===== src/rtl/key_code_note_decoder.sv =====
// key_code_note_decoder
//   Consumer end of the synthesizer key_code stream. Debounces the 8-bit
//   scan-code level, tracks the currently held note, measures note length in
//   clock cycles and emits note-on/note-off events through a 2-deep
//   first-word-fallthrough queue.
//
// Optional feature macro: KEYDEC_AUTO_RELEASE_EN
//   Defined   : a note held for MAX_HOLD cycles is released automatically.
//   Undefined : notes end only on a release code (8'hF0) or a legato change.
//
// Ports
//   clock       in   system clock, rising edge
//   k_tr        in   asynchronous active-low reset
//   key_code    in   scan-code level, 8'hF0 = release
//   ev_ready    in   downstream accepts the head event
//   ev_valid    out  queue head is valid
//   ev_type     out  1 = note-on, 0 = note-off
//   ev_note     out  note index 1..8
//   ev_dur      out  length of the ended note (note-off), 0 for note-on
//   note_active out  a note is currently held (FSM is in HELD)
//   cur_note    out  held note index, 0 when idle
//   unknown     out  one-cycle pulse when an unmapped, non-F0 code is accepted
//   ovf         out  sticky, an event was dropped because the queue was full
//
// Handshake: the head event transfers on any rising edge where ev_valid and
// ev_ready are both high; ev_valid never depends on ev_ready, and the head
// fields stay stable while ev_valid is high and ev_ready is low.
module key_code_note_decoder #(
    parameter int unsigned      STABLE_CYCLES = 4,
    parameter int unsigned      DUR_W         = 16,
    parameter logic [DUR_W-1:0] MAX_HOLD      = 'h0400
) (
    input  logic             clock,
    input  logic             k_tr,
    input  logic [7:0]       key_code,
    input  logic             ev_ready,
    output logic             ev_valid,
    output logic             ev_type,
    output logic [3:0]       ev_note,
    output logic [DUR_W-1:0] ev_dur,
    output logic             note_active,
    output logic [3:0]       cur_note,
    output logic             unknown,
    output logic             ovf
);

    localparam logic [7:0] REL_CODE   = 8'hF0;
    localparam logic [7:0] STABLE_CNT = STABLE_CYCLES[7:0];
    localparam int         EW         = DUR_W + 5;

    typedef enum logic {IDLE, HELD} state_t;

    // Note index for a scan code; 0 means unmapped (or the release code).
    function automatic logic [3:0] map_code(input logic [7:0] c);
        case (c)
            8'h2B:   return 4'd1;
            8'h34:   return 4'd2;
            8'h33:   return 4'd3;
            8'h3B:   return 4'd4;
            8'h42:   return 4'd5;
            8'h4B:   return 4'd6;
            8'h4C:   return 4'd7;
            8'h52:   return 4'd8;
            default: return 4'd0;
        endcase
    endfunction

    function automatic logic [EW-1:0] mk_ev(input logic typ, input logic [3:0] note,
                                            input logic [DUR_W-1:0] d);
        return {typ, note, d};
    endfunction

    // ---------------- input filter ----------------
    logic [7:0] cand;
    logic [7:0] stab_cnt;
    logic [7:0] acc_code;
    logic       accept;

    // The count is registered, so a code is taken on the edge after it has
    // been sampled STABLE_CYCLES times in a row.
    assign accept = (stab_cnt >= STABLE_CNT) && (cand != acc_code);

    always_ff @(posedge clock or negedge k_tr) begin
        if (!k_tr) begin
            cand     <= REL_CODE;
            stab_cnt <= 8'd0;
            acc_code <= REL_CODE;
        end else begin
            if (key_code != cand) begin
                cand     <= key_code;
                stab_cnt <= 8'd1;
            end else if (stab_cnt != 8'hFF) begin
                stab_cnt <= stab_cnt + 8'd1;
            end
            if (accept) begin
                acc_code <= cand;
            end
        end
    end

    // ---------------- note FSM ----------------
    state_t           state, state_n;
    logic [3:0]       cur_n;
    logic [DUR_W-1:0] dur, dur_n, dur_inc;
    logic             push0_v, push1_v;
    logic [EW-1:0]    push0_d, push1_d;
    logic             unk_n;
    logic             note_evt;
    logic [3:0]       acc_note;

    assign acc_note = map_code(cand);
    // Elapsed cycles including the current edge, so ev_dur equals the
    // distance between the two accept edges.
    assign dur_inc  = (dur == '1) ? dur : dur + DUR_W'(1);

    always_comb begin
        state_n  = state;
        cur_n    = cur_note;
        dur_n    = (state == HELD) ? dur_inc : dur;
        push0_v  = 1'b0;
        push0_d  = '0;
        push1_v  = 1'b0;
        push1_d  = '0;
        unk_n    = 1'b0;
        note_evt = 1'b0;
        if (accept) begin
            if (cand == REL_CODE) begin
                if (state == HELD) begin
                    push0_v  = 1'b1;
                    push0_d  = mk_ev(1'b0, cur_note, dur_inc);
                    state_n  = IDLE;
                    cur_n    = 4'd0;
                    note_evt = 1'b1;
                end
            end else if (acc_note != 4'd0) begin
                if (state == IDLE) begin
                    push0_v  = 1'b1;
                    push0_d  = mk_ev(1'b1, acc_note, '0);
                    state_n  = HELD;
                    cur_n    = acc_note;
                    dur_n    = '0;
                    note_evt = 1'b1;
                end else if (acc_note != cur_note) begin
                    // Legato: off for the old note strictly before on for the new.
                    push0_v  = 1'b1;
                    push0_d  = mk_ev(1'b0, cur_note, dur_inc);
                    push1_v  = 1'b1;
                    push1_d  = mk_ev(1'b1, acc_note, '0);
                    cur_n    = acc_note;
                    dur_n    = '0;
                    note_evt = 1'b1;
                end
            end else begin
                unk_n = 1'b1;
            end
        end
`ifdef KEYDEC_AUTO_RELEASE_EN
        // Accepted code is left alone, so a later F0 finds IDLE and is ignored.
        if ((state == HELD) && !note_evt && (dur_inc == MAX_HOLD)) begin
            push0_v = 1'b1;
            push0_d = mk_ev(1'b0, cur_note, MAX_HOLD);
            state_n = IDLE;
            cur_n   = 4'd0;
        end
`else
        note_evt = note_evt;
`endif
    end

`ifndef KEYDEC_AUTO_RELEASE_EN
    logic unused_max_hold;
    assign unused_max_hold = ^MAX_HOLD;
`endif

    always_ff @(posedge clock or negedge k_tr) begin
        if (!k_tr) begin
            state    <= IDLE;
            cur_note <= 4'd0;
            dur      <= '0;
            unknown  <= 1'b0;
        end else begin
            state    <= state_n;
            cur_note <= cur_n;
            dur      <= dur_n;
            unknown  <= unk_n;
        end
    end

    assign note_active = (state == HELD);

    // ---------------- 2-entry FWFT queue ----------------
    logic [EW-1:0] mem [2];
    logic          rp, wp;
    logic [1:0]    q_cnt, cnt_after_pop;
    logic          pop, fit0, fit1, drop;
    logic [EW-1:0] head;

    assign pop           = ev_valid && ev_ready;
    assign cnt_after_pop = q_cnt - {1'b0, pop};
    // Pushes are taken in order; whatever no longer fits is dropped.
    assign fit0          = push0_v && (cnt_after_pop < 2'd2);
    assign fit1          = push1_v && ((cnt_after_pop + {1'b0, fit0}) < 2'd2);
    assign drop          = (push0_v && !fit0) || (push1_v && !fit1);

    always_ff @(posedge clock or negedge k_tr) begin
        if (!k_tr) begin
            mem[0] <= '0;
            mem[1] <= '0;
            rp     <= 1'b0;
            wp     <= 1'b0;
            q_cnt  <= 2'd0;
            ovf    <= 1'b0;
        end else begin
            if (fit0) begin
                mem[wp] <= push0_d;
            end
            if (fit1) begin
                mem[~wp] <= push1_d;
            end
            wp    <= wp ^ (fit0 ^ fit1);
            rp    <= rp ^ pop;
            q_cnt <= cnt_after_pop + {1'b0, fit0} + {1'b0, fit1};
            if (drop) begin
                ovf <= 1'b1;
            end
        end
    end

    assign head     = mem[rp];
    assign ev_valid = (q_cnt != 2'd0);
    assign ev_type  = ev_valid & head[EW-1];
    assign ev_note  = ev_valid ? head[EW-2:DUR_W] : 4'd0;
    assign ev_dur   = ev_valid ? head[DUR_W-1:0] : '0;

endmodule


===== config.mk =====
export PLATFORM = sky130hd
export DESIGN_NAME = key_code_note_decoder
export DESIGN_NICKNAME = d
export VERILOG_FILES = /design/src/rtl/key_code_note_decoder.sv
export SDC_FILE = /design/constraint.sdc
export NUM_CORES = 1
export LEC_CHECK = 0
export CORE_MARGIN = 2
export CORE_UTILIZATION = 55
export DETAILED_ROUTE_END_ITERATION = 16
export GPL_TIMING_DRIVEN = 0
export PLACE_DENSITY = 0.75
export SLEW_MARGIN = 20
export SYNTH_ARGS = -nofsm -noshare
export SYNTH_HDL_FRONTEND = slang
export SYNTH_SLANG_ARGS = --single-unit
export TNS_END_PERCENT = 1

===== constraint.sdc =====
create_clock -name clock -period 4.52 [get_ports clock]
set_input_delay 0.452 -clock clock [delete_from_list [all_inputs] [get_ports clock]]
set_output_delay 0.452 -clock clock [all_outputs]
set_load 0.02 [all_outputs]

Word-level counts from Yosys, hierarchy flattened
Index checks and enable logic that the tools add are counted.
{"block": "word_totals", "reg_bits": 93, "in_bits": 11, "output_inout_bits": 29}
{"block": "op_classes", "add_sub_neg": 5, "n_lt_le_gt_ge": 8, "eq_ne": 16, "n_mux": 54, "bitwise_logic": 8, "reduce_logical": 17}
{"operator": "two-way mux 21 bit", "n": 14}
{"operator": "two-way mux 16 bit", "n": 8}
{"operator": "bitwise mux 42 bit", "n": 2}
{"operator": "two-way mux 42 bit", "n": 2}
{"operator": "demux 21 bit (select 1 bit)", "n": 2}
{"operator": "two-way mux 20 bit", "n": 2}
{"operator": "equality test 8 x 6 -> 1 bit, second input constant", "n": 4}
{"operator": "equality test 8 x 7 -> 1 bit, second input constant", "n": 4}
{"operator": "case mux 4 bit (8 select lines)", "n": 1}
{"operator": "two-way mux 4 bit", "n": 6}
{"operator": "adder 16 x 1 -> 16 bit, second input constant", "n": 1}
{"operator": "equality test 16 bit, second input constant", "n": 1}
{"operator": "two-way mux 8 bit", "n": 2}
{"operator": "inequality test 8 bit", "n": 2}
{"operator": "two-way mux 1 bit", "n": 15}
{"operator": "adder 8 x 1 -> 8 bit, second input constant", "n": 1}
{"operator": "equality test 8 bit, second input constant", "n": 1}
{"operator": "greater-or-equal comparator 8 x 3 -> 1 bit, second input constant", "n": 1}
{"operator": "logical AND 1 bit", "n": 8}
{"operator": "inequality test 8 bit, second input constant", "n": 1}
{"operator": "greater-or-equal comparator 2 bit, second input constant", "n": 3}
{"operator": "NOT 1 -> 2 bit", "n": 3}
{"operator": "nonzero test 2 bit", "n": 3}
{"operator": "adder 2 x 1 -> 2 bit", "n": 2}
{"operator": "14 further kinds", "n": 19}

Depth between registers and ports, before layout
{"block": "depth", "ltp_word": 15, "ltp_mapped": 16}

Least setup slack after synthesis
No wires, ideal clock.
{"block": "synth_path", "path_type": "register to register", "from": "register cand[6]", "to": "register mem[40] (netlist name)", "setup_time_ns": 0.137, "t_arrival_ns": 3.885, "required_ns": 4.383, "path_slack_ns": 0.498, "stages_incl_launch_ff": 17, "n_path_buf": 3, "path_cell_list": "dfstp_2 > buf_2 > nor4bb_1 > o22ai_1 > xnor2_1 > a211oi_4 > a211o_4 > clkinv_2 > buf_2 > ha_1 > xnor2_1 > and3_1 > o311ai_0 > a21oi_1 > clkbuf_1 > o21a_1 > nor3_1"}
{"block": "synth_via", "elab_chain_cells": 13, "word_cells_on_any_way": 41, "classes_between": "1 x add/sub; 1 x order compare; 11 x eq/ne; 24 x mux; 4 x reduce/logical"}
{"item": "start, declared", "line": "74", "rtl": "logic [7:0] cand;"}
{"item": "start signal, assigned", "line": "90", "rtl": "cand <= key_code;"}
{"item": "equality test 8 x 7 -> 1 bit or equality test 8 x 6 -> 1 bit (tied branches)", "line": "55", "rtl": "case (c)"}
{"item": "case mux 4 bit (8 select lines)", "line": "55"}
{"item": "inequality test 4 bit", "line": "143", "rtl": "end else if (acc_note != cur_note) begin"}
{"item": "two-way mux 1 bit", "line": "143"}
{"item": "two-way mux 1 bit", "line": "136", "rtl": "if (state == IDLE) begin"}
{"item": "two-way mux 1 bit", "line": "135", "rtl": "end else if (acc_note != 4'd0) begin"}
{"item": "two-way mux 1 bit", "line": "127", "rtl": "if (cand == REL_CODE) begin"}
{"item": "two-way mux 1 bit", "line": "126", "rtl": "if (accept) begin"}
{"item": "logical AND 1 bit", "line": "201", "rtl": "assign fit0 = push0_v && (cnt_after_pop < 2'd2);"}
{"item": "adder 2 x 1 -> 2 bit", "line": "202", "rtl": "assign fit1 = push1_v && ((cnt_after_pop + {1'b0, fit0}) < 2'd2);"}
{"item": "less-than comparator 2 bit", "line": "202"}
{"item": "logical AND 1 bit", "line": "202"}
{"item": "two-way mux 42 bit (*)", "line": "217", "rtl": "if (fit1) begin"}
{"item": "end signal, assigned by index", "line": "215", "rtl": "mem[wp] <= push0_d;"}
{"item": "end signal, assigned by index", "line": "218", "rtl": "mem[~wp] <= push1_d;"}
{"item": "end, declared", "line": "192", "rtl": "logic [EW-1:0] mem [2];"}
Mark *: on every way between the ends. The rest lies on a longest branch, timed or not.
A chain may end at the register's enable or synchronous reset.

Worst setup path after layout
{"block": "layout_path", "from": "register cand[6]", "to": "register mem[30] (netlist name)"}
Same word-level chain as after synthesis.

==> impl_results.md <==
* EDFF count, synth at 0
* Root Driver: clkbuf_8
* H-tree levels at 3
* Critical Path Start Type: flop
* Fill cells at 830
* Reg power frac at 45.9%
* Largest family of logic cells by synthesized area: compound AO/OA/AOI/OAI gates
* Slowest stage delay, CP at 0.55 ns
* Hold Path Class: input port to async pin
* DR WL/cell at 17.9 um
* Status: finished, violations left
* Most used DFF post-synth: dfrtp_1
* Maximum root-to-sink buffer count at 2
* CP Cell Sequence: or4b_4 > a2111o_1 > nand2_2 > o311ai_4 > a211o_4 > clkinv_2 > buf_2 > ha_1 > xnor2_4 > and3_1 > o311ai_0 > a21oi_1 > nor2_1 > buf_2 > a22o_1
* CTS sink count at 93
* Mapped Area at 5490 um^2
* Worst-path maximum fanout at 10
* Via count at 4,909
* Seq/Total Area, Yosys at 42.6%
* DRT Pass-1 Iters at 5
* Rel. slew slack at 43.1%
* Flop-to-flop setup slack at 0.19 ns
* Yosys cell types at 71
* Mapped Avg Cell Area at 9.01 um^2
* Most used cell, CP: buf_2
* Peak VDD IR at 0.174 mV
* Critical setup path kind: flop to flop
* Post-DRT Antenna Nets at 0
* Xor/xnor share of the synthesized area at 5.91%
* Static Leak at 2.69 nW
* Share of layout cells above drive strength 1 at 11.2%
* Post-synthesis register bit count at 93
* Antenna fix cells at 0
* Final Net Count at 682
* Async S/R FF share, synth at 100%
* Combined area of the multi-input logic cells at 2960 um^2
* GPL Wtd Cong at 0.889
* Worst EP required at 4.78 ns
* Slowest CP cell: dfstp_2
* WP data arrival at 4.60 ns
* Antenna violations before repair at 0
* Setup TNS at 0 ns
* Die Width at 104 um
* Fin crit share at 95.9%
* Area delta synth->final at 17.2%
* GR Overflow Total at 0
* Largest net degree at the start of global routing at 49
* Net Switching at 566 uW
* Max-slew violations at 0
* Worst Clk Skew at 0.0105 ns
* Tot GR Track Use at 27.0%
* Gate Count Post-Synth at 609
* # setup viols final at 0
* I/O Buffers at 39
* Capture point of the worst reg-to-reg path: mem[30]
* Post-synthesis mux area share at 4.20%
* Residual DRC at 0
* Leading area contributor after synthesis: dfrtp_1
* Max Cap Viol at 0
* Synth warn at 0
* Synth top area cells: dfrtp_1 (39%), nor2_1 (4.4%), a21oi_1 (4.3%)
* Drt total wl at 14,400 um
* Die ar. at 10,800 um^2
* F_max at 231 MHz
* TritonCTS clock tree: done
* 1st-iter DRT viols at 377
* R2R depth at 15
* Failing checks: hold timing
* Synth Area in Compound Gates at 20.4%
* Vias in the first global route at 4,525
* First-pass GRT wire length at 23,400 um
* Combinational power share at 23.4%
* CP Launch Point: cand[6]
* Tmin final at 4.33 ns
* Crit. End Element: flop
* Worst R2R Start: cand[6]
* Worst skew pair latency at 0.37 ns
* Hold Slack at -0.00743 ns
* Syn Nets at 625
* Core area at 9730 um^2
* Switching part of the total at 30.0%
* Chip height at 104 um
* Clock transition at the registers of the reported paths at 0.09 ns
* Part of the power in the clock network at 30.7%
* Internal at 1.32 mW
* Core Rows at 36
* Vias/cell at 6.11
* Adder-Cell Fraction of Synth Area at 1.14%
* Storage cell area at 2340 um^2
* DPL Wire Length at 10,100 um
* Io pins at 40
* Initial Utilization at 56.4%
* Power density cells at 293 nW/um^2
* Final Hold Fails at 4
* RSZ-0062 raised after global routing: no
* Critical path endpoint: mem[30]
* Simple-gate share of the synthesized area at 20.2%
* CTS Hold Bufs at 0
* Worst Tran Pin Value at 0.843 ns
* Area share of the largest cell type after synthesis at 38.8%
* CTS Buf Count at 9
==> area by class of cell <==
cell class / instances / area share [%]
repair buffers: 46 / 7.22
clock inverters: 3 / 0.681
flip-flops and latches: 93 / 36.3
inverters: 18 / 1.07
well taps: 133 / 2.59
multi-input cells: 450 / 45.9
plain buffers: 48 / 3.71
clock buffers: 13 / 2.47
==> through the flow <==
step	setup WS, ns	utilization [%]	instances	area (um^2)	total power, mW
2_1_floorplan	0.498	-	609	5490	1.15
4_1_cts	0.0462	64.8	798	6310	1.87
3_3_place_gp	-0.408	62.1	781	6040	1.28
3_5_place_dp	-0.432	62.4	782	6070	1.29
5_1_grt	0.00279	66.1	804	6430	1.97
6_report	0.185	66.1	804	6430	1.89
==> cells by family (layout without fill, tap and decap cells) <==
kind of cell | after synthesis | in the layout
fa+ha+maj | 5 | 5
xor+xnor | 37 | 37
flops | 93 | 93
buf+inv | 66 | 128
compound gates | 157 | 157
mux | 23 | 23
simple gates | 228 | 228
==> critical path, delay by kind of cell, from the launching register on <==
family          cells  cell delay [ns]
flops               1             0.55
buf+inv             3             0.56
xor+xnor            1             0.18
compound gates      6             1.74
simple gates        4             0.91
fa+ha+maj           1             0.28
==> synth_stat cells (10+ instances only) <==
master and number:
dfrtp_1 85, mux2i_1 23, clkbuf_1 25, xnor2_1 18, a21oi_1 47, o21ai_0 37
buf_2 12, a211oi_1 10, xor2_1 19, nand2_1 62, nor2_1 65, nor3_1 10
a22o_1 11, inv_1 17, nand3_1 35
==> routing by layer <==
layer	vias to the layer above	global-route usage (%)	part of all wire [%]
li1	2286	-	-
met1	2403	41.2	46
met2	200	39.7	45
met3	20	3.88	6.9
met4	0	8.78	1.9
met5	-	0	0
==> flip-flops by register name (all words and copies together), names as in the netlist <==
signal and flops:
mem 42, wp 1, stab_cnt 8, q_cnt 2, note_active 1, cand 8
cur_note 4, unknown 1, ovf 1, acc_code 8, rp 1, dur 16
==> placed cells by master (no fill, tap or decap), types with 8 or more instances in the layout <==
cell / count
a211oi_1: 10
a21oi_1: 47
a22o_1: 11
buf_2: 10
buf_4: 10
clkbuf_1: 26
clkbuf_8: 11
clkdlybuf4s50_1: 38
dfrtp_1: 85
dfstp_2: 8
inv_1: 17
mux2i_1: 23
nand2_1: 62
nand3_1: 35
nand4_1: 8
nor2_1: 65
nor3_1: 10
o21ai_0: 37
xnor2_1: 17
xor2_1: 19
==> how the worst min path moves through the flow <==
| stage | from | end | slack (ns) | cells past startpoint |
|---|---|---|---|---|
| 3_3_place_gp | acc_code[5] | acc_code[5] | 0.45 | 2 |
| 2_1_floorplan | k_tr | acc_code[0] | 0.16 | 0 |
| 4_1_cts | k_tr | cand[3] | 0.007 | 1 |
| 3_5_place_dp | k_tr | cand[3] | 0.41 | 1 |
| 6_report | k_tr | cand[3] | -0.007 | 1 |
| 5_1_grt | k_tr | cand[3] | 0.02 | 1 |
==> repair_timing <==
item,4_1_cts,5_1_grt
pin swaps,1,6
setup endpoints to repair,41,39
setup buffers,0,6
resized for setup,5,12
==> power by group through the flow <==
stage | logic, mW | registers, mW | clock network (mW)
after floorplan | 0.273 | 0.879 | 0
after global placement | 0.403 | 0.880 | 0
after detailed placement | 0.410 | 0.881 | 0
after CTS | 0.420 | 0.864 | 0.586
after global routing | 0.474 | 0.868 | 0.632
final | 0.442 | 0.865 | 0.580
Note: power is estimated with default switching activity, not from simulation.
